==> config.mk <==
export PLATFORM = sky130hd
export DESIGN_NAME = sys_bridge
export DESIGN_NICKNAME = d
export VERILOG_FILES = /design/src/rtl/sys_bridge.sv
export SDC_FILE = /design/constraint.sdc
export NUM_CORES = 1
export LEC_CHECK = 0
export ABC_AREA = 1
export BUFFER_PORTS_ARGS = -buffer_cell sky130_fd_sc_hd__buf_4
export CAP_MARGIN = 20
export CORE_AREA = 2 2 137 139
export DETAILED_ROUTE_END_ITERATION = 7
export DIE_AREA = 0 0 139 141
export PLACE_DENSITY = 0.5
export SLEW_MARGIN = 25
export SYNTH_ARGS = -nofsm -noshare
export SYNTH_HDL_FRONTEND = slang
export SYNTH_SLANG_ARGS = --single-unit
==> constraint.sdc <==
create_clock -name clk -period 2.67 [get_ports clk]
set_input_delay 0.4005 -clock clk [delete_from_list [all_inputs] [get_ports clk]]
set_output_delay 0.4005 -clock clk [all_outputs]
set_load 0.05 [all_outputs]
==> src/rtl/sys_bridge.sv <==
// sys_bridge -- memory-stage system bridge between the CPU data port and its slaves.
//
// Purpose:
//   Decodes each M-stage load/store against four windows (data memory, Timer0,
//   Timer1, interrupt generator), steers write strobes and read data, reports
//   illegal accesses as address exceptions, and builds the CPU hardware-interrupt
//   vector from the timer levels and a latched interrupt-generator request.
//
// Ports:
//   clk, reset                 clock and synchronous active-high reset
//   m_addr/m_wdata/m_byteen    CPU M-stage address, lane-shifted store data, byte enables
//   m_load/m_wordop/m_kill     load flag, word-sized flag, flush flag
//   m_rdata                    combinational read data back to the CPU
//   m_adel/m_ades              load / store address error
//   dm_addr/dm_wdata/dm_byteen data-memory request; dm_rdata is its read data
//   tc_addr/tc_wdata           shared timer word select and write data
//   tc0_we/tc1_we              per-timer write strobes; tc0_rdata/tc1_rdata read data
//   tc0_irq/tc1_irq            timer interrupt levels
//   interrupt                  interrupt-generator request level
//   m_int_addr/m_int_byteen    interrupt-generator acknowledge bus
//   hw_int                     {3'b0, ig_pend, tc1_q, tc0_q} to CP0

module sys_bridge #(
  parameter logic [31:0] DM_TOP   = 32'h0000_2FFF,
  parameter logic [31:0] TC0_BASE = 32'h0000_7F00,
  parameter logic [31:0] TC1_BASE = 32'h0000_7F10,
  parameter logic [31:0] IG_BASE  = 32'h0000_7F20
) (
  input  logic        clk,
  input  logic        reset,
  input  logic [31:0] m_addr,
  input  logic [31:0] m_wdata,
  input  logic [3:0]  m_byteen,
  input  logic        m_load,
  input  logic        m_wordop,
  input  logic        m_kill,
  output logic [31:0] m_rdata,
  output logic        m_adel,
  output logic        m_ades,
  output logic [31:0] dm_addr,
  output logic [31:0] dm_wdata,
  output logic [3:0]  dm_byteen,
  input  logic [31:0] dm_rdata,
  output logic [1:0]  tc_addr,
  output logic [31:0] tc_wdata,
  output logic        tc0_we,
  output logic        tc1_we,
  input  logic [31:0] tc0_rdata,
  input  logic [31:0] tc1_rdata,
  input  logic        tc0_irq,
  input  logic        tc1_irq,
  input  logic        interrupt,
  output logic [31:0] m_int_addr,
  output logic [3:0]  m_int_byteen,
  output logic [5:0]  hw_int
);

  // ---------------------------------------------------------------------------
  // Address decode
  // ---------------------------------------------------------------------------
  logic hit_dm;
  logic hit_tc0;
  logic hit_tc1;
  logic hit_tc;
  logic hit_ig;
  logic hit_any;

  assign hit_dm  = (m_addr <= DM_TOP);
  assign hit_tc0 = (m_addr >= TC0_BASE) && (m_addr <= (TC0_BASE + 32'd11));
  assign hit_tc1 = (m_addr >= TC1_BASE) && (m_addr <= (TC1_BASE + 32'd11));
  assign hit_ig  = (m_addr >= IG_BASE)  && (m_addr <= (IG_BASE + 32'd3));
  assign hit_tc  = hit_tc0 | hit_tc1;
  assign hit_any = hit_dm | hit_tc | hit_ig;

  // ---------------------------------------------------------------------------
  // Exception detection
  // ---------------------------------------------------------------------------
  logic is_store;
  logic tc_sub_word;  // timers only accept word-sized accesses
  logic tc_count_wr;  // the count register (word 2) is read-only
  logic write_block;

  assign is_store    = |m_byteen;
  assign tc_sub_word = hit_tc & ~m_wordop;
  assign tc_count_wr = hit_tc & (m_addr[3:2] == 2'b10);

  assign m_ades = is_store & ~m_kill & (~hit_any | tc_sub_word | tc_count_wr);
  assign m_adel = m_load   & ~m_kill & (~hit_any | tc_sub_word);

  // A flushed or faulting store must not reach any slave. Reset deliberately
  // does not gate writes: every slave handles its own reset.
  assign write_block = m_kill | m_ades;

  // ---------------------------------------------------------------------------
  // Slave request steering
  // ---------------------------------------------------------------------------
  assign dm_addr      = m_addr;
  assign dm_wdata     = m_wdata;
  assign dm_byteen    = (hit_dm & ~write_block) ? m_byteen : 4'h0;

  assign tc_addr      = m_addr[3:2];
  assign tc_wdata     = m_wdata;
  assign tc0_we       = is_store & hit_tc0 & ~write_block;
  assign tc1_we       = is_store & hit_tc1 & ~write_block;

  assign m_int_addr   = m_addr;
  assign m_int_byteen = (hit_ig & ~write_block) ? m_byteen : 4'h0;

  // Read mux. Interrupt-generator loads are legal but return zero, as do
  // unmapped addresses (those also raise m_adel).
  always_comb begin
    m_rdata = 32'h0;
    if (hit_dm) begin
      m_rdata = dm_rdata;
    end else if (hit_tc0) begin
      m_rdata = tc0_rdata;
    end else if (hit_tc1) begin
      m_rdata = tc1_rdata;
    end
  end

  // ---------------------------------------------------------------------------
  // Interrupt state
  // ---------------------------------------------------------------------------
  logic tc0_q;
  logic tc1_q;
  logic interrupt_q;
  logic ig_pend;
  logic ig_pend_next;
  // ig_block remembers that the request level was already high while in reset,
  // so a level that simply persists across reset is not taken as a new edge.
  // It clears the first time the level is seen low.
  logic ig_block;
  logic ig_rise;
  logic ig_ack;

  assign ig_rise = interrupt & ~interrupt_q & ~ig_block;
  assign ig_ack  = |m_int_byteen;

  // A new edge in the same cycle as an acknowledge keeps the request pending.
  always_comb begin
    ig_pend_next = ig_pend;
    if (ig_rise) begin
      ig_pend_next = 1'b1;
    end else if (ig_ack) begin
      ig_pend_next = 1'b0;
    end
  end

  always_ff @(posedge clk) begin
    if (reset) begin
      tc0_q       <= 1'b0;
      tc1_q       <= 1'b0;
      interrupt_q <= 1'b0;
      ig_pend     <= 1'b0;
      ig_block    <= interrupt;
    end else begin
      tc0_q       <= tc0_irq;
      tc1_q       <= tc1_irq;
      interrupt_q <= interrupt;
      ig_pend     <= ig_pend_next;
      ig_block    <= ig_block & interrupt;
    end
  end

  assign hw_int = {3'b000, ig_pend, tc1_q, tc0_q};

endmodule
==> results list <==
- Tightest slew margin relative to the limit: 63.9%
- The min-delay analysis places its worst path in the category in -> reg.
- Across the VDD grid, the largest voltage drop is 0.000194 V.
- STA classifies the critical path endpoint as an output pin.
- In this run, post-CTS hold repair placed 0 buffers.
* Share of the cycle needed by the critical path after routing: 88.9%
- In this run the worst path has a maximum fanout of 5.
- Std-Cell Rows: 50
- The detailed router placed 2815 vias in this run.
- The via count of the first global-routing pass came to 2728.
- Traced cell by cell, the critical path runs through buf_4 > nor2_1 > nand2_1 > nor2_2 > nand3_2 > a21oi_1 > nand3_1 > nand3_2 > nand3_2 > nor2_1 > buf_4.
- The synthesized netlist occupies a cell area of 2480 um^2.
- The first TritonRoute pass finished after 4 iterations.
* Worst endpoint required time: 2.27 ns
- TritonCTS built the clock tree.
* Routed via count divided by cell count: 3.70
* Syn avg cell area: 5.99 um^2
* Post-detailed-routing wire length: 10000 um
- Slew @ Worst Pin: 0.535 ns
- Counting along the longest clock path gives a buffer depth of 2.
- The worst hold path begins at tc1_irq.
* Seq/Total Area, Yosys: 4.03%
- Max Clock Freq: 421 MHz
* Total gr overflow: 0
- After the first detailed-routing iteration, the DRC count stood at 99.
* Worst-path cell with the longest stage delay: sky130_fd_sc_hd__buf_4
* Synth async-reset ratio: 0%
* Result of the run: completed
- At the later pin of the worst-skew pair, clock insertion delay measures 0.22 ns.
- Filler cell count in the final layout: 2137
- Buffers placed on the I/O ports in this run total 252.
- Critical Path Source Type: primary input
- Post-synthesis to final-layout area growth: 49.6%
- The die covers 19600 um^2.
- Post-CTS timing repair inserted 0 buffers for setup.
- Maximum clock skew at final layout: 0.000166 ns
- Final Wtd Congestion: 0.735
* Static Leakage: 2.27 nW
- Entering global routing, the biggest net connects 36 pins.
- The first global-routing pass estimated 14900 um of wire.
- Setup violations remaining at the end of the flow were counted as 0.
- Detailed placement finished with a half-perimeter wire length of 8290 um.
- The routed design could run at a clock period as short as 2.37 ns.
- Library cell with the highest instance count after synthesis: sky130_fd_sc_hd__buf_4
- The count of endpoints failing hold in the final timing report is 0.
* Count of yosys warnings during synthesis: 0
- Count of antenna diodes in the layout: 0
- Across every metal layer, demand over resource in global routing totals 9.41%.
- CTS H-tree lvls: 1
- The cell family contributing the most delay on the critical path is simple AND/OR/NAND/NOR gates.
* Clock tree root driver cell: sky130_fd_sc_hd__clkbuf_16
- The number of max-slew violations in the final report came to 0.
- Cells fill 20.3% of the core in the end.
- CTS saw 5 sinks.
* RSZ-0062 raised after global routing: false
* Cell variety after synth: 18
- At the worst endpoint, the arrival time is 1.97 ns.
- Number of enable-type register cells in the synthesized netlist: 0
* CTS buffer count: 3
* Average detailed-routed wire length per instance: 13.2 um
- Synth top area cells: sky130_fd_sc_hd__buf_4 (42%), sky130_fd_sc_hd__nand3_1 (19%), sky130_fd_sc_hd__inv_1 (7.7%)
* Fraction of layout instances using a drive strength above 1: 53.8%
- Share of Yosys cell area claimed by the top area cell type: 41.7%
- The detail route stage leaves a number of antenna-violating nets equal to 0.
- Clock transition time at the flip-flop clock pins of the worst setup and hold paths: 0.03 ns
- In this design, the critical path's most frequently occurring cell is sky130_fd_sc_hd__nand3_2.
* Worst Setup Path Type: in -> out
- Crit. Startpoint: m_addr[28]
* CORE AREA: 18300 um^2
* Io pins: 352
- Net total in the final layout: 699
- DRC violation count after routing: 0
- Number of max-cap violations: 0
- For the final routed database, the setup TNS stands at 0 ns.
- Antenna violations before repair: 0
* Starting density of the core: 13.6%
- Cells resized by post-CTS repair: 0
- In this run the power density over the cells is 228 nW/um^2.
- Worst R2R Start: ig_pend$_SDFFE_PP0P_
- The floorplan step set the die width to 139 um.
- Cell types with the highest counts after synthesis: sky130_fd_sc_hd__buf_4 (138), sky130_fd_sc_hd__nand3_1 (92), sky130_fd_sc_hd__inv_1 (51)
- Synthesis produced 415 cells.
- For this run, the leading register cell type out of synthesis is sky130_fd_sc_hd__dfxtp_1.
- Largest area contributor in the netlist: sky130_fd_sc_hd__buf_4
- For this run, the slowest stage of the critical path takes 0.21 ns.
- The number of buffers and inverters on the critical path is 2.
- In this run, synthesis produced a sequential element count of 5.
- Die height: 141 um
## metal layers
layer | up-vias | GRT usage [%] | wire length, um
met2 | 170 | 15.5 | 4660
li1 | 1409 | - | -
met1 | 1225 | 12.2 | 4310
met4 | 0 | 1.44 | 51
met5 | - | 0 | 0
met3 | 11 | 3.26 | 999
## cell families after synthesis
kind of cell	share of synthesized area, %
AO/OA/AOI/OAI	7.40
buffers and inverters	54.7
flip-flops	4.03
other	0.151
AND/OR/NAND/NOR	33.7
## sequential cells by signal (all words and copies together) (netlist names)
signal and cells:
interrupt_q 1, tc0_q 1, ig_block 1, ig_pend 1, tc1_q 1
## placed cells by master, fill, tap and decap left out
cell type | Yosys | routed
sky130_fd_sc_hd__clkbuf_1 | 0 | 1
sky130_fd_sc_hd__inv_1 | 51 | 51
sky130_fd_sc_hd__nand2_1 | 25 | 25
sky130_fd_sc_hd__o21ai_1 | 33 | 33
sky130_fd_sc_hd__nand3_1 | 92 | 92
sky130_fd_sc_hd__clkbuf_16 | 0 | 3
sky130_fd_sc_hd__nor2_2 | 5 | 5
sky130_fd_sc_hd__nor2_1 | 27 | 27
sky130_fd_sc_hd__buf_4 | 138 | 254
sky130_fd_sc_hd__nor3_1 | 3 | 3
sky130_fd_sc_hd__a21oi_1 | 2 | 2
sky130_fd_sc_hd__conb_1 | 1 | 3
sky130_fd_sc_hd__dfxtp_1 | 5 | 5
sky130_fd_sc_hd__a41oi_1 | 1 | 1
sky130_fd_sc_hd__nand3_2 | 12 | 12
sky130_fd_sc_hd__inv_4 | 1 | 1
sky130_fd_sc_hd__inv_2 | 2 | 2
sky130_fd_sc_hd__nor3_4 | 1 | 1
sky130_fd_sc_hd__buf_12 | 0 | 5
## final cells by class
| type | instances | area, um^2 | share of cell area [%] |
|---|---|---|---|
| inverters | 54 | 205 | 5.52 |
| repair buffers | 259 | 2010 | 54.0 |
| multi-input cells | 204 | 1030 | 27.8 |
| flip-flops and latches | 5 | 100 | 2.69 |
| well taps | 234 | 293 | 7.88 |
| clock buffers | 4 | 78.8 | 2.12 |
## final timing paths
check	slack [ns]	endpoint	depth (start not counted)
worst min register to register	0.48	ig_block$_DFF_P_	2
worst max-delay path	0.30	dm_byteen[3]	11
worst min-delay path	0.38	tc1_q$_SDFF_PP0_	3
worst max register to register	2.07	ig_pend$_SDFFE_PP0P_	4
## through the flow
stage	cell area [um^2]	setup WS, ns	power (W)	instances	hold slack [ns]
2_1_floorplan	2490	-0.0103	0.000673	417	0.439
3_3_place_gp	3640	0.242	0.000609	756	0.459
3_5_place_dp	3640	0.268	0.000609	756	0.467
4_1_cts	3720	0.260	0.000856	760	0.380
5_1_grt	3720	0.121	0.000885	760	0.389
6_report	3720	0.296	0.000848	760	0.382
## worst reg2reg max path: stages (launching register included)
cell                      delay [ns]
sky130_fd_sc_hd__dfxtp_1        0.33
sky130_fd_sc_hd__inv_1          0.04
sky130_fd_sc_hd__nor2_1         0.07
sky130_fd_sc_hd__nand2_1        0.05
sky130_fd_sc_hd__nand2_1        0.05
## where the power goes
group | switching, W | total [W] | leakage (nW) | internal, W
combinational | 0.000311 | 0.000523 | 2.19 | 0.000212
sequential | 0.00000207 | 0.0000823 | 0.0417 | 0.0000802
clock | 0.0000449 | 0.000242 | 0.0382 | 0.000198
total | 0.000358 | 0.000848 | 2.27 | 0.000490
(Power assumes the default switching activity.)
